## config.mk

```make
export PLATFORM = sky130hd
export DESIGN_NAME = mdu_divider_flat
export DESIGN_NICKNAME = d
export VERILOG_FILES = /design/src/rtl/mdu_divider_if.sv /design/src/rtl/mdu_divider.sv /design/src/flat_wrapper.sv
export SDC_FILE = /design/constraint.sdc
export NUM_CORES = 1
export LEC_CHECK = 0
export ABC_AREA = 1
export CORE_UTILIZATION = 34
export DETAILED_ROUTE_END_ITERATION = 7
export DONT_BUFFER_PORTS = 1
export HOLD_SLACK_MARGIN = 0.03
export PLACE_DENSITY = 0.51
export SYNTH_ARGS = -nofsm -noshare
export SYNTH_HDL_FRONTEND = slang
export SYNTH_SLANG_ARGS = --single-unit
```

## constraint.sdc

```tcl
create_clock -name clk -period 5.5 [get_ports clk]
set_input_delay 0.275 -clock clk [delete_from_list [all_inputs] [get_ports clk]]
set_output_delay 0.275 -clock clk [all_outputs]
set_load 0.05 [all_outputs]
```

## src/rtl/mdu_divider_if.sv

```systemverilog
// mdu_divider_if
// Bundles the pipeline-side handshake and register-file writeback signals of
// the iterative divider.
//   master : pipeline control (drives start/op/operands/rd_addr/flush,
//            observes busy/done and the writeback port)
//   slave  : the divider itself
// Parameters: XLEN (operand width), REG_ADDR_W (register address width).
interface mdu_divider_if #(
  parameter int XLEN       = 32,
  parameter int REG_ADDR_W = 5
) ();
  logic                  start;
  logic [1:0]            op;
  logic [XLEN-1:0]       rs1_val;
  logic [XLEN-1:0]       rs2_val;
  logic [REG_ADDR_W-1:0] rd_addr;
  logic                  flush;
  logic                  busy;
  logic                  done;
  logic                  wb_en;
  logic [REG_ADDR_W-1:0] wb_addr;
  logic [XLEN-1:0]       wb_data;

  modport master (
    output start, op, rs1_val, rs2_val, rd_addr, flush,
    input  busy, done, wb_en, wb_addr, wb_data
  );

  modport slave (
    input  start, op, rs1_val, rs2_val, rd_addr, flush,
    output busy, done, wb_en, wb_addr, wb_data
  );
endinterface

```

## src/rtl/mdu_divider.sv

```systemverilog
// mdu_divider
// Iterative RV32M divide/remainder unit (DIV, DIVU, REM, REMU). Radix-2
// restoring division, one quotient bit per cycle, writing one result to the
// register file through the wb_* port.
// Ports:
//   clk  : clock, all state on the rising edge
//   rst  : synchronous active-high reset
//   bus  : mdu_divider_if.slave
//          start/op/rs1_val/rs2_val/rd_addr : request, sampled in IDLE only
//          flush                            : abort any in-flight operation
//          busy/done                        : status, done is a 1-cycle pulse
//          wb_en/wb_addr/wb_data            : register-file write port
// Build option: define DIV_FASTPATH_EN to let divide-by-zero and signed
// overflow bypass the iteration and complete one cycle after start.
//
// State | meaning
// ------+--------------------------------------------------
// IDLE  | waiting for start
// CALC  | one restoring-division step per cycle, XLEN steps
// DONE  | result on wb_*, done pulses for this single cycle
module mdu_divider #(
  parameter int XLEN       = 32,
  parameter int REG_ADDR_W = 5
) (
  input  logic          clk,
  input  logic          rst,
  mdu_divider_if.slave  bus
);

  localparam int CNT_W = $clog2(XLEN);
  localparam logic [CNT_W-1:0] CNT_LAST = CNT_W'(XLEN - 1);
  localparam logic [XLEN-1:0]  INT_MIN  = {1'b1, {(XLEN-1){1'b0}}};

  typedef enum logic [1:0] {
    S_IDLE = 2'd0,
    S_CALC = 2'd1,
    S_DONE = 2'd2
  } state_t;

  state_t                state_q, state_d;
  logic [CNT_W-1:0]      cnt_q;
  logic                  is_rem_q;
  logic [REG_ADDR_W-1:0] rd_q;
  logic [XLEN-1:0]       divisor_q;
  logic [XLEN-1:0]       dividend_q;
  logic [XLEN-1:0]       rem_q;
  logic [XLEN-1:0]       quot_q;
  logic                  neg_quot_q;
  logic                  neg_rem_q;
  logic                  dz_q;
  logic                  ovf_q;
  logic [REG_ADDR_W-1:0] wb_addr_q;
  logic [XLEN-1:0]       wb_data_q;

  // Request decode on the raw operands
  logic            in_signed;
  logic            rs1_neg, rs2_neg;
  logic [XLEN-1:0] rs1_mag, rs2_mag;
  logic            in_dz, in_ovf;
  logic            accept;

  assign in_signed = ~bus.op[0];
  assign rs1_neg   = in_signed & bus.rs1_val[XLEN-1];
  assign rs2_neg   = in_signed & bus.rs2_val[XLEN-1];
  assign rs1_mag   = rs1_neg ? (-bus.rs1_val) : bus.rs1_val;
  assign rs2_mag   = rs2_neg ? (-bus.rs2_val) : bus.rs2_val;
  assign in_dz     = (bus.rs2_val == '0);
  assign in_ovf    = in_signed && (bus.rs1_val == INT_MIN) && (bus.rs2_val == '1);
  assign accept    = bus.start && !bus.flush;

  // One restoring step. rem_q < divisor, so the shifted remainder is below
  // 2*divisor and the top bit of the XLEN+1 wide difference is a clean
  // borrow flag.
  logic [XLEN:0]   rem_sh, rem_sub;
  logic            ge;
  logic [XLEN-1:0] rem_nx, quot_nx;

  assign rem_sh  = {rem_q, quot_q[XLEN-1]};
  assign rem_sub = rem_sh - {1'b0, divisor_q};
  assign ge      = ~rem_sub[XLEN];
  assign rem_nx  = ge ? rem_sub[XLEN-1:0] : rem_sh[XLEN-1:0];
  assign quot_nx = {quot_q[XLEN-2:0], ge};

  // Sign fix-up plus the RISC-V defined corner cases. The iteration result
  // is meaningless for a zero divisor, so those flags override it.
  function automatic logic [XLEN-1:0] final_result(
    input logic            is_rem,
    input logic [XLEN-1:0] quot,
    input logic [XLEN-1:0] rem,
    input logic            neg_q,
    input logic            neg_r,
    input logic            dz,
    input logic            ovf,
    input logic [XLEN-1:0] dividend
  );
    if (dz)     return is_rem ? dividend : '1;
    if (ovf)    return is_rem ? '0 : INT_MIN;
    if (is_rem) return neg_r ? (-rem) : rem;
    return neg_q ? (-quot) : quot;
  endfunction

  logic                  load_wb;
  logic [REG_ADDR_W-1:0] wb_addr_d;
  logic [XLEN-1:0]       wb_data_d;

  always_ff @(posedge clk) begin
    if (rst) begin
      state_q <= S_IDLE;
    end else begin
      state_q <= state_d;
    end
  end

  always_comb begin
    state_d   = state_q;
    load_wb   = 1'b0;
    wb_addr_d = rd_q;
    wb_data_d = final_result(is_rem_q, quot_nx, rem_nx, neg_quot_q, neg_rem_q,
                             dz_q, ovf_q, dividend_q);
    unique case (state_q)
      S_IDLE: begin
        if (accept) begin
`ifdef DIV_FASTPATH_EN
          if (in_dz || in_ovf) begin
            state_d   = S_DONE;
            load_wb   = 1'b1;
            wb_addr_d = bus.rd_addr;
            wb_data_d = final_result(bus.op[1], '0, '0, 1'b0, 1'b0,
                                     in_dz, in_ovf, bus.rs1_val);
          end else begin
            state_d = S_CALC;
          end
`else
          state_d = S_CALC;
`endif
        end
      end
      S_CALC: begin
        if (cnt_q == CNT_LAST) begin
          state_d = S_DONE;
          load_wb = 1'b1;
        end
      end
      S_DONE:  state_d = S_IDLE;
      default: state_d = S_IDLE;
    endcase
    // An abort never reaches DONE and never touches the writeback registers
    if (bus.flush) begin
      state_d = S_IDLE;
      load_wb = 1'b0;
    end
  end

  always_ff @(posedge clk) begin
    if (rst) begin
      cnt_q      <= '0;
      is_rem_q   <= 1'b0;
      rd_q       <= '0;
      divisor_q  <= '0;
      dividend_q <= '0;
      rem_q      <= '0;
      quot_q     <= '0;
      neg_quot_q <= 1'b0;
      neg_rem_q  <= 1'b0;
      dz_q       <= 1'b0;
      ovf_q      <= 1'b0;
      wb_addr_q  <= '0;
      wb_data_q  <= '0;
    end else begin
      if (state_q == S_IDLE && accept) begin
        cnt_q      <= '0;
        is_rem_q   <= bus.op[1];
        rd_q       <= bus.rd_addr;
        divisor_q  <= rs2_mag;
        dividend_q <= bus.rs1_val;
        rem_q      <= '0;
        quot_q     <= rs1_mag;
        neg_quot_q <= rs1_neg ^ rs2_neg;
        neg_rem_q  <= rs1_neg;
        dz_q       <= in_dz;
        ovf_q      <= in_ovf;
      end else if (state_q == S_CALC) begin
        cnt_q  <= cnt_q + CNT_W'(1);
        rem_q  <= rem_nx;
        quot_q <= quot_nx;
      end
      if (load_wb) begin
        wb_addr_q <= wb_addr_d;
        wb_data_q <= wb_data_d;
      end
    end
  end

  assign bus.busy    = (state_q != S_IDLE);
  assign bus.done    = (state_q == S_DONE);
  assign bus.wb_en   = (state_q == S_DONE) && (wb_addr_q != '0);
  assign bus.wb_addr = wb_addr_q;
  assign bus.wb_data = wb_data_q;

endmodule
```

## src/flat_wrapper.sv

```systemverilog
// flat-port wrapper written by rule: the top's interface ports become plain ports
module mdu_divider_flat 
#(
  parameter int XLEN       = 32,
  parameter int REG_ADDR_W = 5
)
  (clk, rst, bus_start, bus_op, bus_rs1_val, bus_rs2_val, bus_rd_addr, bus_flush, bus_busy, bus_done, bus_wb_en, bus_wb_addr, bus_wb_data);
  mdu_divider_if #(.XLEN(XLEN), .REG_ADDR_W(REG_ADDR_W)) bus_i ();
  input  logic clk;
  input  logic rst;
  input wire logic [$bits(bus_i.start)-1:0] bus_start;
  input wire logic [$bits(bus_i.op)-1:0] bus_op;
  input wire logic [$bits(bus_i.rs1_val)-1:0] bus_rs1_val;
  input wire logic [$bits(bus_i.rs2_val)-1:0] bus_rs2_val;
  input wire logic [$bits(bus_i.rd_addr)-1:0] bus_rd_addr;
  input wire logic [$bits(bus_i.flush)-1:0] bus_flush;
  output wire logic [$bits(bus_i.busy)-1:0] bus_busy;
  output wire logic [$bits(bus_i.done)-1:0] bus_done;
  output wire logic [$bits(bus_i.wb_en)-1:0] bus_wb_en;
  output wire logic [$bits(bus_i.wb_addr)-1:0] bus_wb_addr;
  output wire logic [$bits(bus_i.wb_data)-1:0] bus_wb_data;
  assign bus_i.start = bus_start;
  assign bus_i.op = bus_op;
  assign bus_i.rs1_val = bus_rs1_val;
  assign bus_i.rs2_val = bus_rs2_val;
  assign bus_i.rd_addr = bus_rd_addr;
  assign bus_i.flush = bus_flush;
  assign bus_busy = bus_i.busy;
  assign bus_done = bus_i.done;
  assign bus_wb_en = bus_i.wb_en;
  assign bus_wb_addr = bus_i.wb_addr;
  assign bus_wb_data = bus_i.wb_data;
  mdu_divider #(.XLEN(XLEN), .REG_ADDR_W(REG_ADDR_W)) u_core (.clk(clk), .rst(rst), .bus(bus_i));
endmodule
```

==> results of run 1 <==
power by group through the flow:
| stage | Sequential [mW] | Combinational (mW) | Clock, mW |
|---|---|---|---|
| after global placement | 1.46 | 1.46 | 0 |
| final | 1.44 | 1.51 | 1.40 |
| after CTS | 1.43 | 1.50 | 1.41 |
| after global routing | 1.44 | 1.69 | 1.46 |
| after detailed placement | 1.46 | 1.46 | 0 |
| after floorplan | 1.44 | 1.10 | 0 |
worst max path at each step:
stage | to | cells past startpoint
global route | u_core.bus.wb_data[26] | 32
finish | u_core.bus.wb_data[26] | 32
global placement | u_core.bus.wb_data[26] | 32
floorplan | u_core.bus.wb_data[30] | 33
detailed placement | u_core.bus.wb_data[26] | 32
CTS | u_core.bus.wb_data[26] | 32
timing repair:
item	in CTS	in global routing
setup buffers	0	0
hold buffers	43	0
resized for setup	0	0
endpoints found under the hold margin	74	0
synthesized netlist by cell type, types with 4 or more instances:
master,count,area [sq um]
a211oi_1,13,97.6
a21oi_1,140,701
a21oi_2,5,43.8
a31oi_1,30,188
and2_1,7,43.8
buf_1,11,41.3
buf_2,5,25.0
buf_6,4,45.0
clkbuf_1,79,297
dfxtp_1,182,3640
ha_1,39,488
inv_1,369,1390
inv_2,6,22.5
nand2_1,546,2050
nand2_2,30,188
nand2_4,9,101
nand3_1,173,866
nand3b_1,10,75.1
nand4_1,28,175
nor2_1,226,848
nor2_2,10,62.6
nor2_4,4,45.0
nor3_1,41,205
nor4_1,9,56.3
o211ai_1,36,270
o21ai_0,185,926
o21ai_1,7,35.0
o221ai_1,10,87.6
o22ai_1,23,144
o311ai_0,4,35.0
o31ai_1,4,30.0
xnor2_1,10,87.6
xor2_1,30,263
critical path: cells and delay by family, from the launching register on:
family	cells	cell delay, ps
flops	1	310
compound gates	4	570
buf+inv	6	440
fa+ha+maj	3	770
simple gates	19	2380
cells in the final DEF (no fill, tap or decap), types with 10 or more instances in the layout:
master           n
nand2_1        546
inv_1          367
nor2_1         225
o21ai_0        185
dfxtp_1        182
nand3_1        173
a21oi_1        140
dlygate4sd3_1   42
nor3_1          39
ha_1            39
o211ai_1        36
nand2_2         30
xor2_1          30
a31oi_1         30
nand4_1         28
o22ai_1         23
clkbuf_16       17
buf_4           17
a211oi_1        13
nor2_2          10
xnor2_1         10
nand3b_1        10
o221ai_1        10
state kept, by name, summed over array words and instances (netlist names):
name,flops
u_core.bus.wb_addr,5
u_core.bus.wb_data,32
u_core.cnt_q,5
u_core.dividend_q,32
u_core.divisor_q,32
u_core.dz_q,1
u_core.is_rem_q,1
u_core.neg_quot_q,1
u_core.neg_rem_q,1
u_core.ovf_q,1
u_core.quot_q,32
u_core.rd_q,5
u_core.rem_q,32
u_core.state_q,2
area by class of cell:
| cell class | instances | area (sq um) | area share |
|---|---|---|---|
| Multi-Input combinational cell | 1666 | 8470 | 0.550 |
| Sequential cell | 182 | 3640 | 0.236 |
| Inverter | 378 | 1420 | 0.0921 |
| Tap cell | 525 | 657 | 0.0426 |
| Timing Repair Buffer | 61 | 588 | 0.0381 |
| Clock buffer | 19 | 433 | 0.0281 |
| Clock inverter | 12 | 201 | 0.0131 |
| Antenna cell | 1 | 2.50 | 0.000162 |
metrics by stage:
| step | cell area [sq um] | setup WS [ps] |
|---|---|---|
| global route | 15400 | 391 |
| detailed placement | 14300 | 982 |
| finish | 15400 | 928 |
| CTS | 15400 | 964 |
| global placement | 14300 | 1000 |
| floorplan | 13900 | 1450 |
layer usage:
| layer | up-vias | GRT usage | wire [microns] |
|---|---|---|---|
| li1 | 7529 | - | - |
| met3 | 64 | 0.0549 | 3680 |
| met5 | - | 0 | 13 |
| met4 | 2 | 0.0917 | 1440 |
| met2 | 456 | 0.389 | 23100 |
| met1 | 6968 | 0.369 | 26000 |
logic make-up (layout without fill, tap and decap cells):
kind of cell / after synthesis / after routing / synth area share
AND/OR/NAND/NOR: 1109 / 1109 / 0.349
buffers and inverters: 479 / 470 / 0.133
AO/OA/AOI/OAI: 477 / 477 / 0.196
flip-flops: 182 / 182 / 0.261
adder cells (fa/ha/maj): 40 / 40 / 0.0364
XOR/XNOR: 40 / 40 / 0.0251
other: 0 / 1 / 0
==> results.yml, run 1 <==
outcome:
  status: "complete, no violations"
yosys:
  ys.warnings.count: 0
  synthCells: 2327
  synth_cell_types: 59
  ys.flop_type: "dfxtp_1"
  yosysSeqAreaShare: 0.261
  syn_area_sq_um: 13900
  synthArstFlopShare: 0
  ys_seq_elements: 182
  syn_nets: 2442
  syn_avg_cell_area_sq_um: 5.99
  synth_edf_count: 0
detailed_routing:
  viasPerCell: 5.28
  drcViolationCount: 0
  drt-initial-drc-count: 1278
  avgRoutedWirePerCell_microns: 19.1
  routed_wl_microns: 54300
  via_count: 15000
  ant_nets: 0
  dr.pass1.iters: 6
worst_setup_path:
  rr_endpoint: "u_core.bus.wb_data[26]"
  worst-path-max-fanout: 7
  crit_type: "flip-flop to flip-flop"
  cp-start-kind: "flip-flop"
  crit_arrival_ps: 4940
  r2r_slack_ps: 930
  reg2regPathDepth: 32
  rr_startpoint: "u_core.quot_q[31]"
  end_kind: "flip-flop"
  max_stage_delay_ps: 450
  crit_path_top_delay_cell: "fa_1"
  startpoint: "u_core.quot_q[31]"
  cp.required_ps: 5860
timing:
  hold_slack_ps: 47.9
  min_period_ps: 4570
  worstMarginPinSlew_ps: 1080
  fin_skew_ps: 9.91
  fmax_mhz: 219
  drv_slew: 0
  slew_headroom: 0.276
  min_period_over_period: 0.831
  rsz0062_at_grt: "no"
  hold_viol: 0
  fin_tns_setup_ps: 0
  setup_viol: 0
pwr:
  p_leak_nw: 7.38
  pwr-share-seq: 0.331
  p_int_mw: 2.64
  pwr-share-comb: 0.348
  power.total_mw: 4.34
  switching_share: 0.392
  power.switching_mw: 1.70
  p_per_area_nw_per_um2: 282
  ir_drop_mv: 0.244
  clockPowerShare: 0.321
hold_path:
  hold_depth: 3
  holdPathEnd: "u_core.divisor_q[16]"
  worstHoldPathType: "primary input to flip-flop"
  min_from: "bus_rs2_val[16]"
cells_and_area:
  final_core_util: 0.385
  final_cell_count_no_fill: 2844
  final_net_count: 2421
  syn_to_final_growth_pct: 10.5
  drive_gt1_frac: 0.0561
  n_fill_cell: 4368
grt:
  antenna_found_initial: 1
  track_usage: 0.262
  grt-ovfl-total: 0
  grt_pass1_vias: 14000
  grt_max_degree: 96
  grt_pass1_wl_microns: 82700
floorplanning:
  coreArea_sq_um: 40100
  start_util: 0.348
  io_pins: 115
  num_rows: 73
  die_w_microns: 205
  die_h_microns: 205
  dieArea_sq_um: 41800
clock_network:
  cts_buffer_depth: 2
  cts_max_level: 4
  root_buffer: "clkbuf_16"
  tritoncts: "built"
  cts_buffers: 17
  insertion_delay_ps: 470
  cts.clk_slew.worst_paths_ps: 80
  clock_sinks: 182
placed_design:
  numPlacedInstances: 2769
  port_buffers: 0
  routabilityCongestion: 0.947
  post-dp-hpwl_microns: 41300
job:
  maxCapViolCount: 0
Note: power is estimated with default switching activity, not from simulation.
==> run 2, diff against run 1 <==
--- a/config.mk
+++ b/config.mk
@@ -10,7 +10,7 @@
 export DETAILED_ROUTE_END_ITERATION = 7
 export DONT_BUFFER_PORTS = 1
 export HOLD_SLACK_MARGIN = 0.03
-export PLACE_DENSITY = 0.51
+export PLACE_DENSITY = 0.53
 export SYNTH_ARGS = -nofsm -noshare
 export SYNTH_HDL_FRONTEND = slang
 export SYNTH_SLANG_ARGS = --single-unit
==> constraint.sdc (replaced) <==
create_clock -name clk -period 3.9 [get_ports clk]
set_input_delay 0.195 -clock clk [delete_from_list [all_inputs] [get_ports clk]]
set_output_delay 0.195 -clock clk [all_outputs]
set_load 0.05 [all_outputs]
==> results.yml, run 2 (synthesis gave the netlist of run 1 again) <==
outcome:
  status: "complete, no violations"
pwr:
  pwr-share-seq: 0.317
  power.switching_mw: 2.50
  switching_share: 0.391
  p_per_area_nw_per_um2: 389
  p_int_mw: 3.89
  clockPowerShare: 0.313
  ir_drop_mv: 0.325
  pwr-share-comb: 0.370
  p_leak_nw: 7.85
cells_and_area:
  final_core_util: 0.409
  mostFrequentLayoutCells: "nand2_1, inv_1, nor2_1"
  drive_gt1_frac: 0.0973
  final_cell_count_no_fill: 2941
  diodes: 0
  syn_to_final_growth_pct: 17.7
  n_fill_cell: 4300
  layout_commonest_cell: "nand2_1"
  final_net_count: 2518
floorplanning:
  num_rows: 73
  io_pins: 115
  coreArea_sq_um: 40100
  die_w_microns: 205
  dieArea_sq_um: 41800
  start_util: 0.348
  die_h_microns: 205
placed_design:
  post-dp-hpwl_microns: 42300
  numPlacedInstances: 2835
  routabilityCongestion: 0.967
  port_buffers: 0
worst_setup_path:
  max_stage_delay_ps: 360
  crit_top_cell: "nand2_2"
  end_kind: "flip-flop"
  worst-path-max-fanout: 18
  crit_type: "flip-flop to flip-flop"
  cp.required_ps: 4260
  crit_arrival_ps: 4020
  crit_path_top_delay_cell: "fa_2"
  cp-start-kind: "flip-flop"
grt:
  track_usage: 0.269
  grt_pass1_wl_microns: 86100
  grt_pass1_vias: 14700
  grt-ovfl-total: 0
  grt_max_degree: 88
  antenna_found_initial: 0
timing:
  min_period_ps: 3660
  worstMarginPinSlew_ps: 1070
  drv_slew: 0
  hold_viol: 0
  fmax_mhz: 273
  slew_headroom: 0.284
  fin_tns_setup_ps: 0
  min_period_over_period: 0.939
  fin_skew_ps: 10.7
  setup_viol: 0
  rsz0062_at_grt: "yes"
clock_network:
  tritoncts: "built"
  cts.clk_slew.worst_paths_ps: 70
  root_buffer: "clkbuf_16"
  cts_max_level: 4
  cts_buffers: 17
  clock_sinks: 182
  insertion_delay_ps: 460
  cts_buffer_depth: 2
detailed_routing:
  routed_wl_microns: 56000
  via_count: 15600
  dr.pass1.iters: 5
  viasPerCell: 5.31
  avgRoutedWirePerCell_microns: 19.0
  ant_nets: 0
  drcViolationCount: 0
  drt-initial-drc-count: 1413
hold_path:
  worstHoldPathType: "primary input to flip-flop"
job:
  maxCapViolCount: 0
[run 2: area by class of cell]
cell class,instances,area (sq um),share of cell area
multi-input combinational,1666,8650,0.527
sequential,182,3650,0.222
inverter,378,1420,0.0865
timing repair buffer,158,1400,0.0853
tap,525,657,0.0400
clock buffer,18,429,0.0261
clock inverter,14,218,0.0133
[run 2: critical path: cells and delay by family (launching register included)]
kind / cells / cell delay (ps)
fa+ha+maj: 2 / 490
simple gates: 20 / 2000
buf+inv: 5 / 690
compound gates: 1 / 60
flops: 1 / 320
[run 2: worst paths after layout]
path,startpoint,end,slack (ps),depth (start not counted)
setup reg to reg,u_core.quot_q[31],u_core.bus.wb_data[28],240,28
setup / recovery,u_core.quot_q[31],u_core.bus.wb_data[28],240,28
hold / removal,bus_rs2_val[29],u_core.divisor_q[30],50,4
hold reg to reg,u_core.rd_q[2],u_core.bus.wb_addr[2],450,2
[run 2: repair_timing]
| item | in CTS | in global routing |
|---|---|---|
| hold endpoints to repair | 89 | 0 |
| gates resized for setup | 9 | 34 |
| setup buffers | 0 | 4 |
| pin swaps | 5 | 16 |
| setup endpoints to repair | 2 | 10 |
| hold buffers | 70 | 0 |
| gates cloned | 0 | 0 |
[run 2: through the flow]
| step | hold slack [ps] | worst slack (ps) | instance area (sq um) | total power [mW] |
|---|---|---|---|---|
| 4_1_cts | 30.4 | 8.86 | 16300 | 6.34 |
| 3_3_place_gp | 272 | -55.2 | 14900 | 4.25 |
| 5_1_grt | 68.0 | -17.7 | 16400 | 6.76 |
| 2_1_floorplan | 274 | 30.6 | 14000 | 3.59 |
| 6_report | 53.4 | 238 | 16400 | 6.39 |
| 3_5_place_dp | 277 | -49.0 | 14900 | 4.26 |
[run 2: routing by layer]
metal	up-vias	part of all wire	track usage
met5	-	0	0
li1	7728	-	-
met1	7351	0.47	0.380
met4	0	0.018	0.0685
met2	492	0.44	0.419
met3	60	0.071	0.0480
[run 2: power groups by stage]
stage | clock network (mW) | registers (mW) | logic, mW
finish | 2.00 | 2.03 | 2.36
global route | 2.10 | 2.04 | 2.62
CTS | 2.03 | 2.02 | 2.29
detailed placement | 0 | 2.07 | 2.19
global placement | 0 | 2.06 | 2.19
floorplan | 0 | 2.03 | 1.56
==> run 3, diff against run 2 <==
--- a/config.mk
+++ b/config.mk
@@ -10,7 +10,7 @@
 export DETAILED_ROUTE_END_ITERATION = 7
 export DONT_BUFFER_PORTS = 1
 export HOLD_SLACK_MARGIN = 0.03
-export PLACE_DENSITY = 0.53
+export PLACE_DENSITY = 0.49
 export SYNTH_ARGS = -nofsm -noshare
 export SYNTH_HDL_FRONTEND = slang
 export SYNTH_SLANG_ARGS = --single-unit
==> results.yml, run 3 (synthesis gave the netlist of run 1 again) <==
placed_design:
  port_buffers: 0
  routabilityCongestion: 0.925
  dpl_cell_area_sq_um: 15100
  post-dp-hpwl_microns: 42900
worst_setup_path:
  end_kind: "flip-flop"
  worst-path-max-fanout: 3
  rr_startpoint: "u_core.quot_q[31]"
  crit_arrival_ps: 4210
  crit_type: "flip-flop to flip-flop"
  crit_top_cell: "nand2_2"
  reg2regPathDepth: 32
  cp-start-kind: "flip-flop"
  crit_path_top_delay_cell: "fa_2"
  cp.required_ps: 4320
  rr_endpoint: "u_core.bus.wb_data[30]"
  max_stage_delay_ps: 360
  r2r_slack_ps: 110
cells_and_area:
  layout_commonest_cell: "nand2_1"
  fin_area_sq_um: 16800
  final_core_util: 0.419
  diodes: 0
  final_net_count: 2561
  syn_to_final_growth_pct: 20.6
  drive_gt1_frac: 0.114
  mostFrequentLayoutCells: "nand2_1, inv_1, nor2_1"
timing:
  worstMarginPinSlew_ps: 1060
  setup_viol: 0
  min_period_ps: 3790
  slew_headroom: 0.293
  drv_slew: 0
  hold_viol: 0
  fin_tns_setup_ps: 0
  fmax_mhz: 264
  rsz0062_at_grt: "yes"
  fin_skew_ps: 20.2
  min_period_over_period: 0.972
clock_network:
  clock_sinks: 182
  cts.clk_slew.worst_paths_ps: 80
  root_buffer: "clkbuf_16"
  cts_buffers: 17
  cts_buffer_depth: 2
  tritoncts: "built"
  insertion_delay_ps: 500
  cts_max_level: 4
detailed_routing:
  viasPerCell: 5.27
  routed_wl_microns: 57000
  drt-initial-drc-count: 1488
  via_count: 15700
  drcViolationCount: 0
  ant_nets: 0
  dr.pass1.iters: 6
  avgRoutedWirePerCell_microns: 19.1
hold_path:
  holdPathEnd: "u_core.quot_q[30]"
  hold_depth: 3
  min_from: "bus_rs1_val[30]"
  worstHoldPathType: "primary input to flip-flop"
pwr:
  ir_drop_mv: 0.353
  p_per_area_nw_per_um2: 373
  p_leak_nw: 8.03
outcome:
  status: "complete, no violations"
floorplanning:
  dieArea_sq_um: 41800
  num_rows: 73
  io_pins: 115
  die_w_microns: 205
  coreArea_sq_um: 40100
  start_util: 0.348
  die_h_microns: 205
grt:
  antenna_found_initial: 3
  grt_pass1_wl_microns: 86100
  grt_max_degree: 91
  grt_pass1_vias: 14600
  track_usage: 0.274
  grt-ovfl-total: 0
job:
  maxCapViolCount: 0
==> run 3: worst max path at each step <==
stage / start / end / cells after the start
2_1_floorplan: u_core.quot_q[31] / u_core.bus.wb_data[30] / 33
3_3_place_gp: u_core.quot_q[31] / u_core.bus.wb_data[10] / 27
3_5_place_dp: u_core.quot_q[31] / u_core.bus.wb_data[26] / 32
4_1_cts: u_core.quot_q[31] / u_core.bus.wb_data[30] / 32
5_1_grt: u_core.quot_q[31] / u_core.bus.wb_data[26] / 32
6_report: u_core.quot_q[31] / u_core.bus.wb_data[30] / 32
==> run 3: cell type report <==
| class | instances | area (sq um) |
|---|---|---|
| tap | 525 | 657 |
| fill | 4321 | 23300 |
| clock buffer | 19 | 453 |
| multi-input combinational | 1666 | 8740 |
| inverter | 378 | 1420 |
| timing repair buffer | 201 | 1770 |
| clock inverter | 13 | 119 |
| sequential | 182 | 3650 |
==> run 3: critical path: cells and delay by family, from the launching register on <==
| family | cells | cell delay (ps) |
|---|---|---|
| AO/OA/AOI/OAI | 3 | 350 |
| XOR/XNOR | 1 | 160 |
| adder cells (fa/ha/maj) | 3 | 630 |
| buffers and inverters | 6 | 370 |
| flip-flops | 1 | 320 |
| AND/OR/NAND/NOR | 19 | 1880 |
==> run 3: report_power, final <==
| part | switching [mW] | leakage (nW) | total [mW] | internal, mW |
|---|---|---|---|---|
| Combinational | 1.59 | 6.26 | 2.44 | 0.855 |
| Clock | 0.885 | 0.278 | 1.80 | 0.919 |
| Sequential | 0.0848 | 1.49 | 2.03 | 1.94 |
==> run 3: per-stage QoR <==
step	setup WS, ps	cells	hold WS, ps	total power [mW]
finish	109	2984	75.0	6.27
global route	-151	2984	70.3	6.64
CTS	16.8	2976	32.2	6.21
detailed placement	-53.8	2860	277	4.30
global placement	-16.3	2860	274	4.30
floorplan	30.6	2327	274	3.59
==> run 3: metal layers <==
metal,global-route usage,up-vias,wire [microns]
met5,0,-,0
met4,0.0792,0,1200
met3,0.0573,57,4010
met2,0.405,537,24400
met1,0.394,7329,27400
li1,-,7810,-
==> run 3: repair_timing <==
action | 4_1_cts | 5_1_grt
pin swaps | 0 | 23
hold endpoints to repair | 97 | 0
setup buffers | 0 | 8
hold buffers | 84 | 0
setup endpoints to repair | 2 | 17
resized for setup | 3 | 62
